## src/rtl/serial_digit_adder_pkg.sv

```systemverilog
// serial_digit_adder_pkg: shared FSM state type and counter sizing helper
package serial_digit_adder_pkg;

    typedef enum logic [1:0] {IDLE, RUN, DONE} state_t;

    function automatic int cnt_width(input int width, input int digit);
        return (width / digit) > 1 ? $clog2(width / digit) : 1;
    endfunction

endpackage

```

## src/rtl/serial_digit_adder_digit_adder.sv

```systemverilog
// digit_adder: combinational DIGIT-bit ripple of full-adder cells
module digit_adder #(
    parameter int DIGIT = 4
) (
    input  logic [DIGIT-1:0] x,
    input  logic [DIGIT-1:0] y,
    input  logic             ci,
    output logic [DIGIT-1:0] s,
    output logic             co
);

    logic [DIGIT:0] c;

    assign c[0] = ci;
    assign co   = c[DIGIT];

    for (genvar i = 0; i < DIGIT; i++) begin : g_fa
        assign s[i]   = x[i] ^ y[i] ^ c[i];
        assign c[i+1] = (x[i] & y[i]) | (c[i] & (x[i] ^ y[i]));
    end

endmodule

```

## src/rtl/serial_digit_adder.sv

```systemverilog
// serial_digit_adder: WIDTH-bit adder working DIGIT bits per cycle with valid/ready handshakes; SERIAL_DIGIT_ADDER_SUB_EN adds sub/ovf
module serial_digit_adder
    import serial_digit_adder_pkg::*;
#(
    parameter int WIDTH = 16,
    parameter int DIGIT = 4
) (
    input  logic             clk,
    input  logic             rst_n,
    input  logic             in_valid,
    output logic             in_ready,
    input  logic [WIDTH-1:0] a,
    input  logic [WIDTH-1:0] b,
    input  logic             cin,
`ifdef SERIAL_DIGIT_ADDER_SUB_EN
    input  logic             sub,
    output logic             ovf,
`endif
    output logic             out_valid,
    input  logic             out_ready,
    output logic [WIDTH-1:0] sum,
    output logic             cout,
    output logic             busy
);

    localparam int N  = WIDTH / DIGIT;
    localparam int CW = cnt_width(WIDTH, DIGIT);

    if (WIDTH % DIGIT != 0) begin : g_bad_digit
        $error("serial_digit_adder: WIDTH must be a multiple of DIGIT");
    end

    state_t           state;
    logic [CW-1:0]    cnt;
    logic             carry;
    logic [WIDTH-1:0] a_sh;
    logic [WIDTH-1:0] b_sh;
    logic [WIDTH-1:0] sum_sh;
    logic [DIGIT-1:0] ds;
    logic             dco;

    digit_adder #(.DIGIT(DIGIT)) u_digit (
        .x  (a_sh[DIGIT-1:0]),
        .y  (b_sh[DIGIT-1:0]),
        .ci (carry),
        .s  (ds),
        .co (dco)
    );

    assign in_ready  = state == IDLE;
    assign out_valid = state == DONE;
    assign busy      = state != IDLE;
    assign sum       = sum_sh;
    assign cout      = carry;

    // handshake FSM and digit-serial datapath: one digit per RUN cycle, LSB first
    always_ff @(posedge clk or negedge rst_n) begin
        if (!rst_n) begin
            state  <= IDLE;
            cnt    <= '0;
            carry  <= 1'b0;
            a_sh   <= '0;
            b_sh   <= '0;
            sum_sh <= '0;
`ifdef SERIAL_DIGIT_ADDER_SUB_EN
            ovf    <= 1'b0;
`endif
        end else begin
            case (state)
                IDLE: if (in_valid) begin
                    a_sh  <= a;
`ifdef SERIAL_DIGIT_ADDER_SUB_EN
                    b_sh  <= sub ? ~b : b;
                    carry <= sub | cin;
`else
                    b_sh  <= b;
                    carry <= cin;
`endif
                    cnt   <= '0;
                    state <= RUN;
                end
                RUN: begin
                    sum_sh <= WIDTH'({ds, sum_sh} >> DIGIT);
                    a_sh   <= a_sh >> DIGIT;
                    b_sh   <= b_sh >> DIGIT;
                    carry  <= dco;
                    cnt    <= cnt + CW'(1);
                    if (cnt == CW'(N - 1)) begin
                        state <= DONE;
`ifdef SERIAL_DIGIT_ADDER_SUB_EN
                        ovf   <= (a_sh[DIGIT-1] == b_sh[DIGIT-1]) && (ds[DIGIT-1] != a_sh[DIGIT-1]);
`endif
                    end
                end
                DONE: if (out_ready) state <= IDLE;
                default: state <= IDLE;
            endcase
        end
    end

endmodule

```

## config.mk

```make
export PLATFORM = sky130hd
export DESIGN_NAME = serial_digit_adder
export DESIGN_NICKNAME = d
export VERILOG_FILES = /design/src/rtl/serial_digit_adder_pkg.sv /design/src/rtl/serial_digit_adder_digit_adder.sv /design/src/rtl/serial_digit_adder.sv
export SDC_FILE = /design/constraint.sdc
export NUM_CORES = 1
export LEC_CHECK = 0
export ABC_AREA = 1
export BUFFER_PORTS_ARGS = -buffer_cell sky130_fd_sc_hd__buf_2
export CAP_MARGIN = 20
export CORE_ASPECT_RATIO = 1.4
export CORE_UTILIZATION = 40
export DETAILED_ROUTE_END_ITERATION = 16
export SKIP_CTS_REPAIR_TIMING = 1
export SYNTH_ARGS = -nofsm -noshare
export SYNTH_HDL_FRONTEND = slang
export SYNTH_SLANG_ARGS = --single-unit
export TNS_END_PERCENT = 10
```

## constraint.sdc

```tcl
create_clock -name clk -period 2.25 [get_ports clk]
set_input_delay 0.1125 -clock clk [delete_from_list [all_inputs] [get_ports clk]]
set_output_delay 0.1125 -clock clk [all_outputs]
set_load 0.05 [all_outputs]
```

# Word-level counts from Yosys, hierarchy flattened
# Index checks and enable logic that the tools add are counted.
# Widths: inputs -> output; s select.
dict set report word_totals {
  input_bits 37
  reg_bits 53
  output_inout_bits 20
}
dict set report op_classes {
  muxes 12
  eq_ne 6
  addsub 1
  bitwise 20
  n_reduce_logical 5
}
# op n
set ops {}
lappend ops {{$pmux 16 s2} 2}
lappend ops {{$mux 16} 2}
lappend ops {{$and 1x1->1} 8}
lappend ops {{$mux 2} 4}
lappend ops {{$xor 1x1->1} 8}
lappend ops {{$pmux 2 s3} 1}
lappend ops {{$eq 2x2->1 const B} 2}
lappend ops {{$ne 2x2->1 const B} 2}
lappend ops {{$or 1x1->1} 4}
lappend ops {{$pmux 2 s2} 1}
lappend ops {{$reduce_bool 2->1} 2}
lappend ops {{$reduce_and 3->1} 1}
lappend ops {{$add 2x1->2 const B} 1}
lappend ops {{$eq 2x1->1 const B} 1}
lappend ops {{$logic_not 2->1} 1}
lappend ops {{$ne 2x1->1 const B} 1}
lappend ops {{$pmux 1 s2} 1}
lappend ops {{$reduce_and 2->1} 1}
lappend ops {{$mux 1} 1}

# Longest topological paths before layout
# Gate-level depths: netlist of the first run.
dict set report logic_depth {
  ltp_word 10
  ltp_mapped 10
  ltp_nobuf 10
}

# Modules after synthesis
# From an unflattened synthesis of the first run, not the netlist that was laid out.
dict set report hier_totals {
  hier_cells 335
  hier_area_um2 2577.5
}
# module area_each_um2 n_inst cells_each
set modules_own_cells {}
lappend modules_own_cells {serial_digit_adder 2459.9 1 321}
lappend modules_own_cells {digit_adder 117.6 1 14}

# Worst setup path before layout of the first run
# OpenSTA, ideal clock, no wires.
dict set report synth_timing {
  path_kind {reg-to-reg}
  start {register carry (netlist: cout)}
  end {register sum_sh[15] (netlist: sum[15])}
  path_buffers 0
  synth_period_minus_slack_ps 2296
  path_stages_with_launch 9
  required_time_ps 2174
  setup_slack_ps -46
  arrival_time_ps 2219
  cell_sequence {dfrtp_1 > fa_1 > inv_1 > fa_1 > inv_1 > fa_1 > inv_1 > fa_1 > o21ai_1}
}
dict set report synth_via {
  elab_chain_cells 7
}
# item line_no
set synth_rtl {}
lappend synth_rtl {{start, declared} serial_digit_adder.sv:35} ;# logic carry;
lappend synth_rtl {{start signal, assigned} serial_digit_adder.sv:77} ;# carry <= cin;
lappend synth_rtl {{start signal, assigned} serial_digit_adder.sv:86} ;# carry <= dco;
lappend synth_rtl {{$and 1x1->1} serial_digit_adder_digit_adder.sv:19} ;# assign c[i+1] = (x[i] & y[i]) | (c[i] & (x[i] ^ y[i]));
lappend synth_rtl {{$or 1x1->1} serial_digit_adder_digit_adder.sv:19}
lappend synth_rtl {{$and 1x1->1} serial_digit_adder_digit_adder.sv:19}
lappend synth_rtl {{$or 1x1->1} serial_digit_adder_digit_adder.sv:19}
lappend synth_rtl {{$and 1x1->1} serial_digit_adder_digit_adder.sv:19}
lappend synth_rtl {{$or 1x1->1} serial_digit_adder_digit_adder.sv:19}
lappend synth_rtl {{$xor 1x1->1} serial_digit_adder_digit_adder.sv:18} ;# assign s[i] = x[i] ^ y[i] ^ c[i];
lappend synth_rtl {{end signal, assigned} serial_digit_adder.sv:83} ;# sum_sh <= WIDTH'({ds, sum_sh} >> DIGIT);
lappend synth_rtl {{end, declared} serial_digit_adder.sv:38} ;# logic [WIDTH-1:0] sum_sh;
# Every way passes these cells.
# A chain may end at the register's enable or synchronous reset.

# Worst setup path in the final report of the first run
# Same ends and word-level chain as after synthesis.

==> metrics.txt, run 1 <==
CTS H-tree lvls 2; setup TNS 0 ns; Pre-antenna DRT Iters 4; maximum vdd drop 0.5666 mV; Area growth syn-to-layout 17.04%; Final WS setup between 0.09 and 0.1 ns; cell taking the most area after synthesis dfrtp_1; Tcrit/Tclk final 95.70%; Die W ~70 µm; Mapped Cells around 330; Num CTS Buffers 5; Finish-stage setup viols 0; Synth top area share 50.89%; Site Rows 34; initial DRC count 149; Post-Place Setup Slack 0.1077 ns; nets 428; vias in the first global route 2,117; Slew @ Worst Pin around 0.65 ns; GPL Wtd Cong between 0.7 and 0.8; clk slew on worst S/H paths ~0.10 ns; Avg WL per Cell 11.55 µm; Power Density 1599 mW/mm²; R2R cell count 8; Hold Vio Cnt, Final 0; grt ovf 0; Flop pwr share between 30% and 40%; WHS Path Cells 3; root buffer cell clkbuf_8; DP Wirelength ~3.6 mm; register area share after synthesis between 50% and 60%; Crit Reg-Reg Endpoint sum[15]; first-pass GRT wire length about 9.6 mm; critical path peak fanout 3; CTS Sinks 53; n_diodes 0; library cells used by synthesis 18; Net Sw Frac between 40% and 50%; Clock Power Share 13.4%; largest net degree at the start of global routing 35; Startpoint Class register; post-route core utilization 48.78%; Max clock buf depth 2; Initial Utilization 41.68%; fin. max-slew vios 0; worst clock skew 0.006155 ns; Hold Slack 0.01433 ns; die area 0.006847 mm²; fmax between 0.4 and 0.5 GHz; DRC errors left 0; Syn Area/Cell 7.850 µm²; Routed Wire Length 5.300 mm; Overall Global Routing Usage roughly 17%; Synth Register Bits 53; Syn Nets 374; CP Capture Type register; P_int 2486 µW; worst skew pair latency 0.30 ns; R2R setup slack 0.1 ns; Synth area leaders dfrtp_1 (51%), nand2_1 (16%), nand3_1 (10%); CTS tree done; Port Buffers 56; Psw 2390 µW; hold endpoint b_sh[14]; Leakage 0.001772 µW; Hold/Removal Path Class primary input to register; Die H 97.51 µm; combinational cell fraction of total power a little over half; WP data arrival 2.39 ns; Antenna Nets Post-Route 0; antenna violations before repair 0; YS warnings 0; post-layout min period ~2.2 ns; share of layout cells above drive strength 1 19.90%; status finished, final reports clean; I/O pins 57; Critical Path RT 2.49 ns; max cap viols 0; CP Class register to register; worst hold path startpoint b[14]; reg-to-reg startpoint cout; placed inst area 0.002915 mm²; Core Region approximately 0.0063 mm²; Fillers 652; post-synthesis cell area 0.002606 mm²; vias 2,200; via/cell ratio approximately 4.8; RSZ-0062 raised after global routing false; final non-filler cell area 0.003050 mm²; Max transition margin 56.79%
## kinds of logic (layout without fill, tap and decap cells)
logic type               count (synthesis)  after routing  synth area share [%]
AO/OA/AOI/OAI                           21             21                 4.177
adder cells (fa/ha/maj)                  5              5                 3.553
buffers and inverters                   80            135                 13.20
flip-flops                              53             53                 50.89
AND/OR/NAND/NOR                        173            173                 28.18
## stage by stage
stage	instances	power [µW]
global placement	449	4225
CTS	457	4953
global route	459	5358
detailed placement	449	4282
floorplan	332	3737
finish	459	4877
## cell usage in the layout, fill, tap and decap left out
cell and n:
nand2_1 114, o31ai_1 1, dfrtp_1 52, clkbuf_8 5, inv_1 61, inv_2 2
o21ai_1 10, dlygate4sd3_1 2, a21oi_1 1, nor2_4 2, nor2_1 3, nand2_2 2
clkinv_4 1, buf_4 6, dfrtp_2 1, o21ai_0 8, o22ai_1 1, fa_1 4
clkinvlp_4 1, ha_1 1, nand3_1 52, buf_2 56, bufinv_16 1
## cells in the mapped netlist (all sizes together)
cell	instances
dfrtp	53
buf	17
a21oi	1
o21ai	18
inv	63
fa	4
o22ai	1
ha	1
nand2	116
nor2	5
o31ai	1
nand3	52
## power groups by stage
stage | Sequential (µW) | Combinational [µW] | Clock (µW)
floorplan | 2120 | 1620 | 0
global placement | 1660 | 2560 | 0
detailed placement | 1680 | 2610 | 0
CTS | 1660 | 2610 | 680
global route | 1710 | 2930 | 716
finish | 1650 | 2570 | 656
## final cells by class
cell class / instances / area [µm²] / area share (%)
sequential: 53 / 1328 / 43.52
tap: 72 / 90.09 / 2.953
inverter: 63 / 236.5 / 7.752
clock inverter: 3 / 46.29 / 1.518
clock buffer: 5 / 68.82 / 2.256
timing repair buffer: 64 / 345.3 / 11.32
multi-input combinational: 199 / 935.9 / 30.68
## critical path, stage by stage, from the launching register on
cell,delay [ns]
dfrtp_2,0.44
fa_1,0.41
inv_1,0.07
fa_1,0.15
inv_1,0.05
fa_1,0.35
inv_1,0.07
fa_1,0.41
o21ai_1,0.14
## worst max path at each step
stage / startpoint / to / slack, ns / depth (start not counted)
final: cout / sum[15] / 0.1 / 8
after global routing: cout / sum[15] / 0.03 / 8
after CTS: cout / sum[15] / 0.09 / 8
after detailed placement: cout / sum[15] / 0.11 / 8
after global placement: cout / sum[15] / 0.16 / 8
after floorplan: cout / sum[15] / 0.05 / 8
## state kept, by name, indices dropped and copies added, names as in the netlist
signal and flops:
sum 16, a_sh 16, cout 1, b_sh 16, cnt 2, state 2
## routing by layer
layer / GRT usage, % / up-vias / wire (µm)
met3: 2.905 / 6 / 157
li1: - / 1108 / -
met4: 6.615 / 0 / 78
met1: 22.48 / 1041 / 2413
met5: 0 / - / 0
met2: 28.79 / 45 / 2651
(Power assumes the default switching activity.)
==> inputs of run 2 (changes only) <==
--- a/config.mk
+++ b/config.mk
@@ -10,6 +10,7 @@
 export CAP_MARGIN = 20
 export CORE_ASPECT_RATIO = 1.4
 export CORE_UTILIZATION = 40
+export CTS_BUF_LIST = sky130_fd_sc_hd__clkbuf_16
 export DETAILED_ROUTE_END_ITERATION = 16
 export SKIP_CTS_REPAIR_TIMING = 1
 export SYNTH_ARGS = -nofsm -noshare
==> run 2 against run 1 <==
Core utilization increased by 0.90 points. Routed wire length decreased by 0.38%. Cell area increased by 1.8%. Clock skew decreased by 0.0024 ns. Largest cell class unchanged. Largest power group unchanged. Clock power increased by 32%. Highest routed layer unchanged. Die area unchanged. Non-clock buffer count unchanged. Setup slack improved by 0.0040 ns.
==> metrics.txt, run 2 (same netlist as run 1, synthesis figures left out) <==
Area growth syn-to-layout 19.20% (was 17.04%); DP Wirelength 3.557 mm (unchanged); CP Capture Type register (unchanged); vias in the first global route 2,134 (was 2,117); met3 wire length 175 µm (was 157 µm); Site Rows 34 (unchanged); reg-to-reg startpoint cout (unchanged); Hold Vio Cnt, Final 0 (unchanged); Max clock buf depth 2 (unchanged); Die W 70.22 µm (unchanged); setup TNS 0 ns (unchanged); Initial Utilization 41.68% (unchanged); Final WS setup 0.1007 ns (was 0.09667 ns); Finish-stage setup viols 0 (unchanged); R2R setup slack 0.10 ns (was 0.1 ns); CP Class register to register (unchanged); antenna violations before repair 0 (unchanged); nets 428 (unchanged); Top Layer Used met4 (unchanged); Slew @ Worst Pin 0.6420 ns (was 0.6459 ns); wire length on met2 2.583 mm (was 2.651 mm); most frequent cells in the layout nand2_1 (114), inv_1 (61), buf_2 (56) (unchanged); Startpoint Class register (unchanged); GPL Wtd Cong 0.7523 (unchanged); status finished, final reports clean (unchanged); Critical Path RT 2.47 ns (was 2.49 ns); CTS H-tree lvls 2 (unchanged); Num CTS Buffers 5 (unchanged); Antenna Nets Post-Route 0 (unchanged); Setup crit end sum[15] (unchanged); CTS Sinks 53 (unchanged); Leakage 0.001798 µW (was 0.001772 µW); die area 0.006847 mm² (unchanged); Post-Place Setup Slack 0.1077 ns (unchanged); first-pass GRT wire length 9.604 mm (was 9.563 mm); Routed Wire Length 5.280 mm (was 5.300 mm); WP data arrival 2.37 ns (was 2.39 ns); worst clock skew 0.003786 ns (was 0.006155 ns); worst skew pair latency 0.29 ns (was 0.30 ns); Tcrit/Tclk final 95.53% (was 95.70%); R2R cell count 8 (unchanged); I/O pins 57 (unchanged); Avg WL per Cell 11.50 µm (was 11.55 µm); largest net degree at the start of global routing 35 (unchanged); RSZ-0062 raised after global routing false (unchanged); fmax 0.4653 GHz (was 0.4644 GHz); n_diodes 0 (unchanged); max cap viols 0 (unchanged); root buffer cell clkbuf_16 (was clkbuf_8); Pre-antenna DRT Iters 4 (unchanged); Final Total Pwr 5090 µW (was 4877 µW); critical path peak fanout 3 (unchanged); Core Region 0.006254 mm² (unchanged); Power Density 1638 mW/mm² (was 1599 mW/mm²); Die H 97.51 µm (unchanged); Max transition margin 57.05% (was 56.79%); Overall Global Routing Usage 17.49% (was 17.38%); via/cell ratio 4.826 (was 4.793); vias 2,215 (was 2,200); Port Buffers 56 (unchanged); Critical Path Source cout (unchanged); clk slew on worst S/H paths 0.07 ns (was 0.10 ns); Crit Reg-Reg Endpoint sum[15] (unchanged); fin. max-slew vios 0 (unchanged); M1 wire length 2.429 mm (was 2.413 mm); grt ovf 0 (unchanged); maximum vdd drop 0.6492 mV (was 0.5666 mV); Hold/Removal Path Class primary input to register (unchanged); initial DRC count 147 (was 149); most common cell after layout, fill and taps aside nand2_1 (unchanged); share of layout cells above drive strength 1 19.90% (unchanged); DRC errors left 0 (unchanged); CTS tree done (unchanged); post-layout min period 2.149 ns (was 2.153 ns)
==> run 2: cell count changes in the layout (fill, tap and decap cells not counted) <==
cell       change
clkbuf_16      +5
clkbuf_8       -5
==> run 2: how the worst min path moves through the flow <==
| stage | startpoint | slack, ns | depth (start not counted) | end |
|---|---|---|---|---|
| floorplan | rst_n | -0.18 | 0 | a_sh[0] |
| global placement | rst_n | 0.16 | 1 | sum[6] |
| detailed placement | rst_n | 0.15 | 1 | sum[6] |
| CTS | rst_n | -0.15 | 1 | sum[10] |
| global route | b[14] | 0.03 | 3 | b_sh[14] |
| finish | b[14] | 0.03 | 3 | b_sh[14] |
==> run 2: report_power, final <==
group	switching (µW)	internal, µW	total (µW)
sequential	245	1410	1660
clock	342	527	868
combinational	1820	744	2570
==> run 2: critical path: stages, from the launching register on <==
cell and delay (ns):
dfrtp_2 0.43, fa_1 0.41, inv_1 0.07, fa_1 0.15, inv_1 0.05, fa_1 0.35
inv_1 0.07, fa_1 0.41, o21ai_1 0.14
==> run 2: cell type report <==
cell class                 count  area (µm²)
fill                         634        3147
sequential                    53        1328
multi-input combinational    199       935.9
timing repair buffer          64       345.3
inverter                      63       236.5
clock buffer                   5       125.1
tap                           72       90.09
clock inverter                 3       46.29
==> run 2: through the flow <==
stage	utilization, %	hold WS [ns]	cells	area (µm²)
6_report	49.68	0.03096	459	3107
5_1_grt	49.68	0.02714	459	3107
4_1_cts	49.36	-0.1544	457	3087
3_5_place_dp	46.62	0.1544	449	2915
3_3_place_gp	46.62	0.1603	449	2915
2_1_floorplan	-	-0.1831	332	2608
==> run 2: per-layer routing <==
| metal | vias up | GRT usage [%] |
|---|---|---|
| met4 | 0 | 6.615 |
| li1 | 1113 | - |
| met2 | 49 | 28.79 |
| met5 | - | 0 |
| met1 | 1044 | 22.64 |
| met3 | 9 | 3.216 |
==> inputs of run 3 (changes only) <==
--- a/config.mk
+++ b/config.mk
@@ -12,8 +12,10 @@
 export CORE_UTILIZATION = 40
 export CTS_BUF_LIST = sky130_fd_sc_hd__clkbuf_16
 export DETAILED_ROUTE_END_ITERATION = 16
+export MAX_ROUTING_LAYER = met4
 export SKIP_CTS_REPAIR_TIMING = 1
 export SYNTH_ARGS = -nofsm -noshare
 export SYNTH_HDL_FRONTEND = slang
+export SYNTH_HIERARCHICAL = 1
 export SYNTH_SLANG_ARGS = --single-unit
 export TNS_END_PERCENT = 10
==> run 3 against run 2 <==
Critical path depth rose by 2. Largest power group unchanged. Cell count up 0.87%. Largest cell class unchanged. First-iteration DRC count down 33%. Die area down 1.1%. Via count fell by 2.6%. Cell area is 0.32% lower. Clock skew rose by 0.0017 ns.
==> metrics.txt, run 3 <==
Clock Power Share 14.3% (was 17.1%); vias 2,158 (was 2,215); Tcrit/Tclk final 95.79% (was 95.53%); Routed Wire Length 5.167 mm (was 5.280 mm); Async SR Flop Fraction 100.0% (unchanged); combinational cell fraction of total power 52.3% (was 50.4%); Hold/Removal Path Class primary input to register (unchanged); n_diodes 0 (unchanged); largest net degree at the start of global routing 46 (was 35); Post-synth top cells nand2_1 (109), inv_1 (70), dfrtp_1 (53) (was nand2_1 (114), inv_1 (61), dfrtp_1 (53)); Core Region 0.006211 mm² (was 0.006254 mm²); Most used DFF post-synth dfrtp_1 (unchanged); maximum vdd drop 0.5494 mV (was 0.6492 mV); Syn Nets 377 (was 374); Synth area leaders dfrtp_1 (51%), nand2_1 (16%), inv_1 (10%) (was dfrtp_1 (51%), nand2_1 (16%), nand3_1 (10%)); Num CTS Buffers 5 (unchanged); GPL Wtd Cong 0.7289 (was 0.7523); Finish-stage setup viols 0 (unchanged); status finished, final reports clean (unchanged); CP Capture Type register (unchanged); WP data arrival 2.37 ns (about the same); post-synthesis cell area 0.002577 mm² (was 0.002606 mm²); Pre-antenna DRT Iters 4 (unchanged); Site Rows 34 (unchanged); register area share after synthesis 51.46% (was 50.89%); Mapped Cells 335 (was 332); Overall Global Routing Usage 17.49% (about the same); library cells used by synthesis 16 (was 18); Avg WL per Cell 11.16 µm (was 11.50 µm); Power Density 1611 mW/mm² (was 1638 mW/mm²); via/cell ratio 4.661 (was 4.826); Hold Slack 0.003229 ns (was 0.03096 ns); post-layout min period 2.155 ns (was 2.149 ns); Max transition margin 50.22% (was 57.05%); Synth Area in Compound Gates 5.000% (was 4.177%); post-synthesis mux area share 0% (unchanged); Die H 96.98 µm (was 97.51 µm); I/O pins 57 (unchanged); slowest cell delay on critical path 0.43 ns (about the same); Psw 2381 µW (was 2408 µW); CP max stage cell dfrtp_2 (unchanged); Flop pwr share 33.4% (was 32.5%); vias in the first global route 2,129 (was 2,134); WHS Path Cells 2 (was 3); R2R cell count 10 (was 8); main combinational cell family by area after synthesis simple AND/OR/NAND/NOR gates (unchanged); most common cell in the synthesized netlist nand2_1 (unchanged); Leakage 0.001806 µW (was 0.001798 µW); setup TNS 0 ns (unchanged); P_int 2606 µW (was 2681 µW); CP Class register to register (unchanged); fin. max-slew vios 0 (unchanged); Slew @ Worst Pin 0.7467 ns (was 0.6420 ns); CTS Sinks 53 (unchanged); Area growth syn-to-layout 20.15% (was 19.20%); die area 0.006773 mm² (was 0.006847 mm²); CTS tree done (unchanged); Final Total Pwr 4988 µW (was 5090 µW); Antenna Nets Post-Route 0 (unchanged); YS warnings 6 (was 0); worst clock skew 0.005450 ns (was 0.003786 ns); Syn Area/Cell 7.694 µm² (was 7.850 µm²); CTS H-tree lvls 2 (unchanged); cell taking the most area after synthesis dfrtp_1 (unchanged); Die W 69.84 µm (was 70.22 µm); Net Sw Frac 47.74% (was 47.32%); antenna violations before repair 0 (unchanged); first-pass GRT wire length 9.466 mm (was 9.604 mm); critical path peak fanout 3 (unchanged); initial DRC count 99 (was 147); RSZ-0062 raised after global routing true (was false); Synth Register Bits 53 (unchanged); Post-synth EDFFs 0 (unchanged); grt ovf 0 (unchanged); share of layout cells above drive strength 1 19.95% (was 19.90%); Synth Area in Adders 3.592% (was 3.553%); DRC errors left 0 (unchanged); Hold Vio Cnt, Final 0 (unchanged); CP Cell Sequence fa_2, inv_2, fa_2, inv_2, fa_2, inv_2, fa_1, inv_1, nand2_1, nand2_1 (was fa_1, inv_1, fa_1, inv_1, fa_1, inv_1, fa_1, o21ai_1); nets 432 (was 428); Initial Utilization 41.50% (was 41.68%); Synth top area share 51.46% (was 50.89%); root buffer cell clkbuf_16 (unchanged); Port Buffers 56 (unchanged); fmax 0.4640 GHz (was 0.4653 GHz); most common cell after layout, fill and taps aside nand2_1 (unchanged); simple-gate share of the synthesized area 26.60% (was 28.18%); Critical Path RT 2.47 ns (about the same); Startpoint Class register (unchanged); clk slew on worst S/H paths 0.07 ns (about the same); Synth Area in XOR/XNOR 0% (unchanged); DP Wirelength 3.605 mm (was 3.557 mm); worst skew pair latency 0.28 ns (was 0.29 ns); Max clock buf depth 2 (unchanged); most frequent cells in the layout nand2_1 (108), inv_1 (69), buf_2 (56) (was nand2_1 (114), inv_1 (61), buf_2 (56)); max cap viols 0 (unchanged)
## run 3: final cells by class
class	count	area [µm²]
Multi-Input combinational cell	195	917.1
Inverter	70	262.8
Sequential cell	53	1328
Fill cell	644	3114
Timing Repair Buffer	65	362.8
Clock buffer	5	125.1
Tap cell	72	90.09
Clock inverter	3	11.26
## run 3: final timing paths
| kind | startpoint | end | slack [ns] |
|---|---|---|---|
| max | cout | sum[15] | 0.09 |
| min | out_ready | state[1] | 0.003 |
| max reg2reg | cout | sum[15] | 0.09 |
| min reg2reg | sum[3] | sum[3] | 0.48 |
| max in group asynchronous | rst_n | a_sh[8] | 1.17 |
| min in group asynchronous | rst_n | sum[0] | 0.43 |
## run 3: through the flow
step | std cells | util, % | setup slack, ns | instance area [µm²]
final | 463 | 49.86 | 0.09484 | 3097
after detailed placement | 454 | 47.38 | 0.07260 | 2943
after global placement | 454 | 47.38 | 0.1150 | 2943
after global routing | 463 | 49.86 | -0.03206 | 3097
after CTS | 462 | 49.58 | 0.05337 | 3079
after floorplan | 335 | - | 0.09458 | 2579
## run 3: cell families after synthesis
family,Yosys count
compound gates,25
fa+ha+maj,5
buf+inv,87
flops,53
simple gates,165
## run 3: critical path: cells and delay by family, from the launching register on
family | cells | cell delay [ns]
and+or+nand+nor | 2 | 0.14
adders and majority gates | 4 | 1.29
DFF | 1 | 0.43
buffers and inverters | 4 | 0.22
## run 3: layer usage
metal / wire (µm) / GRT usage, % / part of all wire [%] / vias to the layer above
met5: 0 / - / 0 / -
met4: 45 / 4.154 / 0.87 / 0
met2: 2510 / 30.55 / 49 / 50
li1: - / - / - / 1113
met3: 203 / 2.500 / 3.9 / 5
met1: 2408 / 21.17 / 47 / 990
## run 3: power groups by stage
stage | Clock (µW) | Sequential (µW) | Combinational [µW]
2_1_floorplan | 0 | 2100 | 1570
3_3_place_gp | 0 | 1670 | 2570
3_5_place_dp | 0 | 1680 | 2610
4_1_cts | 734 | 1670 | 2620
5_1_grt | 770 | 1730 | 2990
6_report | 714 | 1670 | 2610
